### src/rtl/alu_issue_ctrl.sv
// Issue controller for a single-cycle/two-cycle ALU: accepts one request at a time,
// drives the ALU from registered operands and holds the captured result until consumed.
module alu_issue_ctrl (
    input  logic        clk_i,
    input  logic        rst_i,
    input  logic        req_valid_i,
    output logic        req_ready_o,
    input  logic [2:0]  req_op_i,
    input  logic [31:0] req_data1_i,
    input  logic [31:0] req_data2_i,
    output logic [31:0] alu_data1_o,
    output logic [31:0] alu_data2_o,
    output logic [2:0]  alu_ctrl_o,
    input  logic [31:0] alu_result_i,
    output logic        rsp_valid_o,
    input  logic        rsp_ready_i,
    output logic [31:0] rsp_result_o,
    output logic        rsp_err_o,
    output logic [15:0] done_cnt_o
);

    typedef enum logic [1:0] {
        IDLE = 2'd0,
        EXEC = 2'd1,
        WAIT = 2'd2,
        RESP = 2'd3
    } state_t;

    localparam logic [2:0] CTRL_IDLE = 3'b000;
    localparam logic [2:0] CTRL_ADD  = 3'b001;
    localparam logic [2:0] CTRL_SUB  = 3'b010;
    localparam logic [2:0] CTRL_AND  = 3'b011;
    localparam logic [2:0] CTRL_OR   = 3'b100;
    localparam logic [2:0] CTRL_MUL  = 3'b101;

    state_t      state_q, state_d;
    logic [31:0] op1_q, op1_d;
    logic [31:0] op2_q, op2_d;
    logic [2:0]  ctrl_q, ctrl_d;
    logic [31:0] result_q, result_d;
    logic        err_q, err_d;
    logic [15:0] done_cnt_q, done_cnt_d;

    logic [2:0]  dec_ctrl;
    logic        dec_illegal;

    always_comb begin
        dec_ctrl    = CTRL_IDLE;
        dec_illegal = 1'b0;
        case (req_op_i)
            3'b000:  dec_ctrl = CTRL_ADD;
            3'b001:  dec_ctrl = CTRL_SUB;
            3'b010:  dec_ctrl = CTRL_AND;
            3'b011:  dec_ctrl = CTRL_OR;
            3'b100:  dec_ctrl = CTRL_MUL;
            default: dec_illegal = 1'b1;
        endcase
    end

    always_comb begin
        state_d    = state_q;
        op1_d      = op1_q;
        op2_d      = op2_q;
        ctrl_d     = ctrl_q;
        result_d   = result_q;
        err_d      = err_q;
        done_cnt_d = done_cnt_q;
        case (state_q)
            IDLE: begin
                if (req_valid_i) begin
                    op1_d  = req_data1_i;
                    op2_d  = req_data2_i;
                    ctrl_d = dec_ctrl;
                    if (dec_illegal) begin
                        // Illegal ops skip the ALU entirely and answer with a zero result.
                        result_d = 32'd0;
                        err_d    = 1'b1;
                        state_d  = RESP;
                    end else begin
                        state_d = EXEC;
                    end
                end
            end
            EXEC: begin
                if (ctrl_q == CTRL_MUL) begin
                    state_d = WAIT;
                end else begin
                    result_d = alu_result_i;
                    err_d    = 1'b0;
                    state_d  = RESP;
                end
            end
            WAIT: begin
                result_d = alu_result_i;
                err_d    = 1'b0;
                state_d  = RESP;
            end
            RESP: begin
                if (rsp_ready_i) begin
                    done_cnt_d = done_cnt_q + 16'd1;
                    state_d    = IDLE;
                end
            end
            default: state_d = IDLE;
        endcase
    end

    always_ff @(posedge clk_i) begin
        if (rst_i) begin
            state_q    <= IDLE;
            op1_q      <= 32'd0;
            op2_q      <= 32'd0;
            ctrl_q     <= CTRL_IDLE;
            result_q   <= 32'd0;
            err_q      <= 1'b0;
            done_cnt_q <= 16'd0;
        end else begin
            state_q    <= state_d;
            op1_q      <= op1_d;
            op2_q      <= op2_d;
            ctrl_q     <= ctrl_d;
            result_q   <= result_d;
            err_q      <= err_d;
            done_cnt_q <= done_cnt_d;
        end
    end

    assign req_ready_o  = (state_q == IDLE);
    assign rsp_valid_o  = (state_q == RESP);
    assign alu_ctrl_o   = (state_q == EXEC || state_q == WAIT) ? ctrl_q : CTRL_IDLE;
    assign alu_data1_o  = op1_q;
    assign alu_data2_o  = op2_q;
    assign rsp_result_o = result_q;
    assign rsp_err_o    = err_q;
    assign done_cnt_o   = done_cnt_q;

endmodule
### config.mk
export PLATFORM = sky130hd
export DESIGN_NAME = alu_issue_ctrl
export DESIGN_NICKNAME = d
export VERILOG_FILES = /design/src/rtl/alu_issue_ctrl.sv
export SDC_FILE = /design/constraint.sdc
export NUM_CORES = 1
export LEC_CHECK = 0
export CAP_MARGIN = 20
export CORE_MARGIN = 4
export CORE_UTILIZATION = 36
export CTS_CLUSTER_SIZE = 25
export DETAILED_ROUTE_END_ITERATION = 16
export PLACE_DENSITY = 0.76
export SKIP_CTS_REPAIR_TIMING = 1
export SLEW_MARGIN = 20
export SYNTH_ARGS = -nofsm -noshare
export SYNTH_HDL_FRONTEND = slang
export SYNTH_SLANG_ARGS = --single-unit
### constraint.sdc
create_clock -name clk_i -period 1.6 [get_ports clk_i]
set_input_delay 0.32 -clock clk_i [delete_from_list [all_inputs] [get_ports clk_i]]
set_output_delay 0.32 -clock clk_i [all_outputs]
set_load 0.05 [all_outputs]
== Word-level counts from Yosys, hierarchy flattened ==
Index checks and enable logic that the tools add are counted.

* Register bits: 118
* Bits of input ports: 103
* Output and inout port bits: 118
* Word-level logic and storage cells: 44

* Add/subtract/negate cells: 1
* Equality and inequality tests: 12
* Mux-type cells: 15
* Reduce and logical (&&, ||, !) cells: 9

{| class="wikitable"
|+ Operators with widths
! cell !! count
|-
| $mux W32 || 3
|-
| $pmux W32 S3 || 1
|-
| $add A16 B1 Y16 const B || 1
|-
| $pmux W3 S5 || 1
|-
| $pmux W2 S4 || 1
|-
| $eq A3 B2 Y1 const B || 2
|-
| $eq A3 B3 Y1 const B || 2
|-
| $mux W2 || 3
|-
| $ne A2 B2 Y1 const B || 3
|-
| $reduce_and A2 Y1 || 3
|-
| $reduce_or A5 Y1 || 1
|-
| $eq A2 B2 Y1 const B || 2
|-
| $mux W1 || 4
|-
| $reduce_and A4 Y1 || 1
|-
| $eq A3 B1 Y1 const B || 1
|-
| $logic_not A3 Y1 || 1
|-
| $mux W3 || 1
|-
| $pmux W1 S3 || 1
|-
| $reduce_bool A3 Y1 || 1
|-
| $eq A2 B1 Y1 const B || 1
|-
| $logic_not A2 Y1 || 1
|-
| $ne A2 B1 Y1 const B || 1
|-
| $logic_or A1 B1 Y1 || 1
|}

== Longest topological paths before layout ==
Gate-level depths: netlist (run 1).

* Depth in word-level cells: 5
* Depth in mapped cells: 7
* Depth with buffers taken out: 6

== Least setup slack after synthesis (run 1) ==
OpenSTA, ideal clock, no wires.

* Path kind: register to register
* Start: register state_q[0]
* End: register done_cnt_q[15], in the netlist done_cnt_o[15]
* Library setup time: 121 ps
* Arrival: 2059 ps
* Data required time: 1479 ps
* Setup slack: -580 ps
* Cell stages (with the launch flop): 6
* Path buffers: 0
* Clock period less this slack: 2180 ps
* Cell sequence: dfxtp_1 ha_1 nand4_1 nor3_2 nor3b_1 mux2_2

* Cells in the longest elaborated chain, start to end: 2

{| class="wikitable"
|+ RTL lines
! element !! line !! source
|-
| start: declaration || 36 || <nowiki>state_t state_q, state_d;</nowiki>
|-
| start signal: assignment || 118 || <nowiki>state_q <= state_d;</nowiki>
|-
| $eq A2 B2 Y1 || - ||
|-
| net rsp_valid_o || 15 || <nowiki>output logic rsp_valid_o,</nowiki>
|-
| $reduce_and A2 Y1 (no source line) || - ||
|-
| end signal: assignment || 124 || <nowiki>done_cnt_q <= done_cnt_d;</nowiki>
|-
| end: declaration || 42 || <nowiki>logic [15:0] done_cnt_q, done_cnt_d;</nowiki>
|}

The timed path passes the listed nets, and every way through them passes these cells.
A chain may end at the register's enable or synchronous reset.

== Final worst setup path (run 1) ==
* Start: register state_q[1]
* End: output port alu_ctrl_o[0]

* Cells in the longest elaborated chain, start to end: 3
* Elaborated cells between the ends (all ways): 4
* Those cells by class: eq/ne (2); mux (1); reduce/logical (1)

{| class="wikitable"
|+ RTL lines
! element !! line !! source
|-
| $eq A2 B1 Y1 / $eq A2 B2 Y1 (equally long branches) || 130 || <nowiki>assign alu_ctrl_o = (state_q == EXEC || state_q == WAIT) ? ctrl_q : CTRL_IDLE;</nowiki>
|-
| $logic_or A1 B1 Y1 (*) || 130 ||
|-
| $mux W3 (*) || 130 ||
|-
| end: declaration || 13 || <nowiki>output logic [2:0] alu_ctrl_o,</nowiki>
|}

Mark *: on every way between the ends. The rest lies on a longest branch, timed or not.

==> impl_summary.log, run 1 <==
[metrics] total grt overflow: 0
[metrics] PnR Total Power: approximately 15 mW
[metrics] achievable frequency: 0.574 GHz
[metrics] critical path required time: 1.28 ns
[metrics] Core Footprint: 12,200 µm²
[metrics] CP Depth: 4
[metrics] most instantiated cells after synthesis: nand2_1, dfxtp_1, a21oi_1
[metrics] Final Max Tran Viols: 0
[metrics] worst reg2reg startpoint: state_q[1]
[metrics] post-synthesis average cell area: about 8 µm²
[metrics] detailed-route wire length: 14,900 µm
[metrics] number of DRC violations after detailed-routing iteration 0: 285
[metrics] delay of the slowest cell on the worst path: 0.38 ns
[metrics] Async S/R FF share, synth: 0
[metrics] worst path bufs/invs: 2
[metrics] proportion of layout cells with a drive suffix above 1: 0.321
[metrics] final setup slack of the worst path: -0.143 ns
[metrics] GRT Total Usage: 0.186
[metrics] DR vias: 4,706
[metrics] Avg WL per Cell: 15.4 µm
[metrics] count of maximum capacitance violations: 0
[metrics] worst min-delay path startpoint: rst_i
[metrics] areal power density over the cells: 1860 nW/µm²
[metrics] Register-to-Register Setup Slack: -0.09 ns
[metrics] Post-synth EDFFs: 0
[metrics] number of nets in the synthesized netlist: 659
[metrics] slew of the pin with the lowest slew margin: about 0.38 ns
[metrics] top-count cell post-synth: nand2_1
[metrics] Yosys warning count: 0
[metrics] clk sinks: approximately 120
[metrics] total CTS buffers: 17
[metrics] CTS tree: done
[metrics] worst hold stages: 2
[metrics] register bit total from synthesis: 118
[metrics] HPWL after detailed placement: 9890 µm
[metrics] Worst VDD drop: 1.21 mV
[metrics] Cell Count Post-Placement: 924
[metrics] kind of cell adding the most delay to the critical path: flip-flops
[metrics] input/output buffers: 220
[metrics] Top FF cell, synth: dfxtp_1
[metrics] Die Y-Extent: 120 µm
[metrics] number of DRC violations after detailed routing: 0
[metrics] largest area contributor in the synthesized netlist: dfxtp_1
[metrics] number of nets at the end of the flow: 897
[metrics] Top Metal Used: met4
[metrics] shortest clock period the worst path allows after layout: around 1.7 ns
[metrics] Crit Reg-Reg Endpoint: rsp_result_o[12]
[metrics] Root Buffer Master: clkbuf_16
[metrics] number of H-tree branching levels: 4
[metrics] maximum number of pins on one net before global-route repair: 67
[metrics] share of the synthesized area in the top cell type: 0.524
[metrics] worst slack, placed: -0.469 ns
[metrics] Max-slew headroom: 0.748
[metrics] Layout area overhead: 75.3%
[metrics] weighted congestion at the end of routability-driven global placement: about 0.74
[metrics] initial antenna violation count: 0
[metrics] global-route wire length before repair: 21,600 µm
[metrics] via count of the first global-routing pass: 4,523
[metrics] Arrival @ worst endpoint: 1.42 ns
[metrics] number of iterations in the first detailed-routing pass: 6
[metrics] Row Count: 40
[metrics] Filler Cells Inserted: 997
[metrics] metal1 wirelength: 5770 µm
[metrics] floorplan die area: about 14,000 µm²
[metrics] Leak: 3.19 nW
[metrics] cell count after synthesis: 551
[metrics] Worst Path Max Fanout: 6
[metrics] setup violation total in the final timing report: 40
[metrics] number of antenna cells inserted: 0
[metrics] I/O pins: about 220
[metrics] wire length on met3: 1280 µm
[metrics] setup repair after global routing missed its margin: yes
[metrics] Post-Synthesis Cell Area: ~4500 µm²
[metrics] worst clock skew: 0.0127 ns
[metrics] top cells by area in the synthesized netlist: dfxtp_1, a21oi_1, nand2_1, nand2b_1, nand3_1
[metrics] violated checks: negative setup slack
[metrics] count of final hold-check violations: 0
[metrics] antenna violation net count after detailed routing: 0
[metrics] share of the yosys chip area belonging to registers: 0.524
[metrics] width of the die: 120 µm
[metrics] vias per cell: 4.86
[metrics] CP max stage cell: dfxtp_4
[metrics] met2 wirelength from detailed routing: 7480 µm
[metrics] Core Util, Final: 0.650
[metrics] worst-case clock buffer depth: 2
[metrics] clock-pin slew on the worst setup and hold paths: 0.06 ns
[metrics] initial core utilization: 0.371
[metrics] number of unique standard cell types used by synthesis: 36
[metrics] latest clock arrival within the worst-skew pair: 0.41 ns
[metrics] cell chain of the critical path: inv_4 > ha_4 > and2_4 > buf_12
[metrics] cell count of the worst reg-to-reg path: 7
[metrics] hold endpoint: done_cnt_o[12]
[metrics] capturing element type of the critical path: output pin
[metrics] outcome: finished, violations left
[metrics] post-route insts no fill: approximately 970
[metrics] critical setup path kind: reg2out
[metrics] startpoint class of the critical path: flip-flop
[metrics] final critical-path share of the clock period: 1.09
[metrics] classification of the worst-slack hold path: in2reg
[metrics] total negative setup slack: -3.53 ns
-- registers in the layout, indices dropped and copies added, names as in the netlist --
| register | cells |
|---|---|
| alu_data1_o | 32 |
| ctrl_q | 3 |
| state_q | 2 |
| done_cnt_o | 16 |
| rsp_err_o | 1 |
| alu_data2_o | 32 |
| rsp_result_o | 32 |
-- layout by cell type (no fill, tap or decap), types with 8 or more instances in the layout --
master and instances:
nor2_1 19, nand3_1 27, nand3_2 8, nand2_1 134, a21oi_1 88, dfxtp_1 106
buf_4 130, xnor2_1 9, clkdlybuf4s50_1 101, buf_12 17, a21oi_2 15, clkbuf_16 20
nand2b_1 22, nand2b_4 12
-- worst register-to-register path: stages, from the launching register on --
cell      delay [ns]
dfxtp_4         0.38
inv_4           0.05
ha_1            0.24
a221oi_4        0.35
buf_6           0.17
buf_12          0.13
nand3_1         0.09
a21oi_1         0.20
-- power by group --
group	switching [mW]	internal (mW)	total [mW]
clock	1.29	2.34	3.64
combinational	4.29	2.82	7.11
sequential	0.406	3.54	3.95
total	5.99	8.71	14.7
-- worst max-delay path by stage --
| stage | startpoint | end | slack, ns |
|---|---|---|---|
| after global placement | req_op_i[1] | rsp_err_o | -0.38 |
| final | state_q[1] | alu_ctrl_o[0] | -0.14 |
| after detailed placement | req_op_i[1] | rsp_result_o[15] | -0.47 |
| after global routing | req_op_i[1] | rsp_result_o[12] | -0.20 |
| after floorplan | state_q[1] | done_cnt_o[15] | -0.17 |
| after CTS | state_q[1] | alu_ctrl_o[1] | -0.26 |
-- metal layers --
| metal | global-route usage | vias up |
|---|---|---|
| met2 | 0.315 | 186 |
| li1 | - | 2300 |
| met1 | 0.198 | 2188 |
| met3 | 0.0848 | 32 |
| met4 | 0.0795 | 0 |
| met5 | 0 | - |
-- through the flow --
step                      cell area (µm²)  hold slack [ns]
after global placement               6910            0.442
after floorplan                      4600            0.456
after CTS                            7480            0.274
after detailed placement             6910            0.447
final                                7910            0.316
after global routing                 7910            0.318
-- logic make-up (layout without fill, tap and decap cells) --
family | count (synthesis) | after routing | share of synthesized area
multiplexers | 2 | 2 | 0.00499
AND/OR/NAND/NOR | 251 | 251 | 0.257
adder cells (fa/ha/maj) | 5 | 5 | 0.0139
XOR/XNOR | 10 | 10 | 0.0194
buffers and inverters | 47 | 297 | 0.0427
AO/OA/AOI/OAI | 118 | 118 | 0.139
flip-flops | 118 | 118 | 0.524
-- layout make-up --
cell class	instances	area (µm²)	share of cell area
Inverter	9	36.3	0.00459
Multi-Input combinational cell	386	2240	0.283
Sequential cell	118	2390	0.302
Timing Repair Buffer	257	2470	0.312
Clock buffer	21	460	0.0582
Tap cell	168	210	0.0266
Clock inverter	10	105	0.0133
Note: power is estimated with default switching activity, not from simulation.
==> run 2, diff against run 1 <==
- TNS_END_PERCENT: not set -> 20
==> run 2 against run 1 <==
The run still ends with negative setup slack left; critical path depth did not move; clock skew decreased by 0.0067 ns; global-route usage fell by 0.31 points; clock-buffer cell count is 1 lower; combinational power down 9.6%; clock power is 7.4% higher; die area stayed put; core utilization down 1.9 points; sequential share of layout area is 0.93 points higher; critical path type unchanged; largest cell class is now registers; largest power group unchanged.
==> impl_summary.log, run 2 (synthesized netlist as in run 1, its figures left out) <==
[metrics] outcome: finished, violations left
[metrics] violated checks: negative setup slack
[metrics] count of maximum capacitance violations: 0 (unchanged)
[metrics] Top Metal Used: met4
[metrics] commonest cells after routing, fill and taps aside: nand2_1, buf_4, dfxtp_1
[metrics] relative contribution of sequential cells to total power: 0.273 (+0.004)
[metrics] via count of the first global-routing pass: 4,390 (-2.9%)
[metrics] antenna violation net count after detailed routing: 0 (unchanged)
[metrics] number of H-tree branching levels: 4 (unchanged)
[metrics] DR vias: 4,565 (-3.0%)
[metrics] Arrival @ worst endpoint: 1.40 ns (-0.02 ns)
[metrics] switching power total: 5.69 mW (-5.0%)
[metrics] total negative setup slack: -0.452 ns (+3.07 ns)
[metrics] combinational fraction of design power: 0.452 (-0.032)
[metrics] Die Y-Extent: 120 µm (unchanged)
[metrics] worst slack, placed: -0.306 ns (+0.163 ns)
[metrics] number of DRC violations after detailed-routing iteration 0: 246 (-14%)
[metrics] I/O pins: 221 (unchanged)
[metrics] critical setup path kind: reg2out
[metrics] instance area after placement: 6900 µm² (-0.18%)
[metrics] Worst VDD drop: 1.25 mV (+3.3%)
[metrics] Max-slew headroom: 0.709 (-0.0389)
[metrics] initial antenna violation count: 0 (unchanged)
[metrics] input/output buffers: 220 (unchanged)
[metrics] latest clock arrival within the worst-skew pair: 0.41 ns (about the same)
[metrics] total CTS buffers: 17 (unchanged)
[metrics] areal power density over the cells: 1850 nW/µm² (-0.37%)
[metrics] wire length on met3: 1160 µm (-9.1%)
[metrics] Layout area overhead: 70.0%
[metrics] weighted congestion at the end of routability-driven global placement: 0.742 (+0.84%)
[metrics] design area: 7670 µm² (-3.0%)
[metrics] most common cell after layout, fill and taps aside: nand2_1
[metrics] width of the die: 120 µm (unchanged)
[metrics] GRT Total Usage: 0.182 (-0.00309)
[metrics] Core Footprint: 12,200 µm² (unchanged)
[metrics] Avg WL per Cell: 14.4 µm (-6.2%)
[metrics] global-route wire length before repair: 21,400 µm (-0.96%)
[metrics] proportion of layout cells with a drive suffix above 1: 0.277 (-0.0441)
[metrics] vias per cell: 4.74 (-2.4%)
[metrics] total grt overflow: 0 (unchanged)
[metrics] number of DRC violations after detailed routing: 0 (unchanged)
[metrics] critical path required time: 1.28 ns (about the same)
[metrics] Worst Path Max Fanout: 6 (unchanged)
[metrics] number of iterations in the first detailed-routing pass: 4 (-2)
[metrics] capturing element type of the critical path: output pin
[metrics] Leak: 3.06 nW (-4.0%)
[metrics] met2 wirelength from detailed routing: 6910 µm (-7.6%)
[metrics] metal1 wirelength: 5640 µm (-2.3%)
[metrics] switching portion of total power: 0.401 (-0.00717)
[metrics] CTS tree: done
[metrics] number of nets at the end of the flow: 890 (-0.78%)
[metrics] Register-to-Register Setup Slack: -0.03 ns (+0.06 ns)
[metrics] Final Max Tran Viols: 0 (unchanged)
[metrics] Row Count: 40 (unchanged)
[metrics] clock-pin slew on the worst setup and hold paths: 0.05 ns (about the same)
[metrics] startpoint class of the critical path: flip-flop
[metrics] clock share of power: 0.275 (+0.028)
[metrics] shortest clock period the worst path allows after layout: 1.72 ns (-0.0216 ns)
[metrics] slew of the pin with the lowest slew margin: 0.436 ns (+0.0583 ns)
[metrics] worst hold slack: 0.340 ns (+0.0235 ns)
[metrics] final setup slack of the worst path: -0.121 ns (+0.0216 ns)
[metrics] achievable frequency: 0.581 GHz (+1.3%)
[metrics] count of final hold-check violations: 0 (unchanged)
[metrics] classification of the worst-slack hold path: in2reg
[metrics] clk sinks: 118 (unchanged)
[metrics] final critical-path share of the clock period: 1.08 (-0.0135)
[metrics] initial core utilization: 0.371 (unchanged)
[metrics] HPWL after detailed placement: 9710 µm (-1.9%)
[metrics] number of antenna cells inserted: 0 (unchanged)
[metrics] Internal Pwr Total: 8.52 mW (-2.2%)
[metrics] maximum number of pins on one net before global-route repair: 67 (unchanged)
[metrics] detailed-route wire length: 13,900 µm (-6.8%)
[metrics] setup repair after global routing missed its margin: yes
[metrics] worst-case clock buffer depth: 2 (unchanged)
[metrics] floorplan die area: 14,400 µm² (unchanged)
[metrics] setup violation total in the final timing report: 14 (-65%)
[metrics] Root Buffer Master: clkbuf_16
[metrics] worst clock skew: 0.00600 ns (-0.00671 ns)
## run 2: worst paths after layout
kind / cells after the start / start / to
setup / recovery: 4 / state_q[0] / alu_ctrl_o[1]
hold / removal: 2 / rst_i / done_cnt_o[10]
setup reg to reg: 7 / state_q[1] / rsp_result_o[21]
hold reg to reg: 2 / alu_data2_o[12] / alu_data2_o[12]
## run 2: critical path, cell delays in order, from the launching register on
cell and delay [ns]:
dfxtp_4 0.37, inv_4 0.05, ha_4 0.29, and2_4 0.15, buf_12 0.13
## run 2: layer usage
layer	vias to the layer above	track usage
li1	2295	-
met5	-	0
met4	0	0.0694
met2	154	0.308
met3	13	0.0740
met1	2103	0.206
## run 2: power by group through the flow
stage	combinational [mW]	sequential [mW]	clock (mW)
2_1_floorplan	2.19	5.76	0
3_3_place_gp	5.87	3.88	0
3_5_place_dp	5.97	3.91	0
4_1_cts	5.99	3.86	4.00
5_1_grt	6.82	3.96	4.14
6_report	6.43	3.88	3.91
## run 2: layout make-up
type	count	area, µm²
fill	1045	4490
sequential	118	2390
timing repair buffer	250	2360
multi-input combinational	386	2060
clock buffer	20	468
tap	168	210
clock inverter	12	150
inverter	9	38.8
## run 2: per-stage QoR
stage	std cells	utilization	power [mW]
3_5_place_dp	924	0.567	9.88
6_report	963	0.631	14.2
5_1_grt	963	0.631	14.9
3_3_place_gp	924	0.567	9.75
2_1_floorplan	551	-	7.95
4_1_cts	956	0.618	13.8
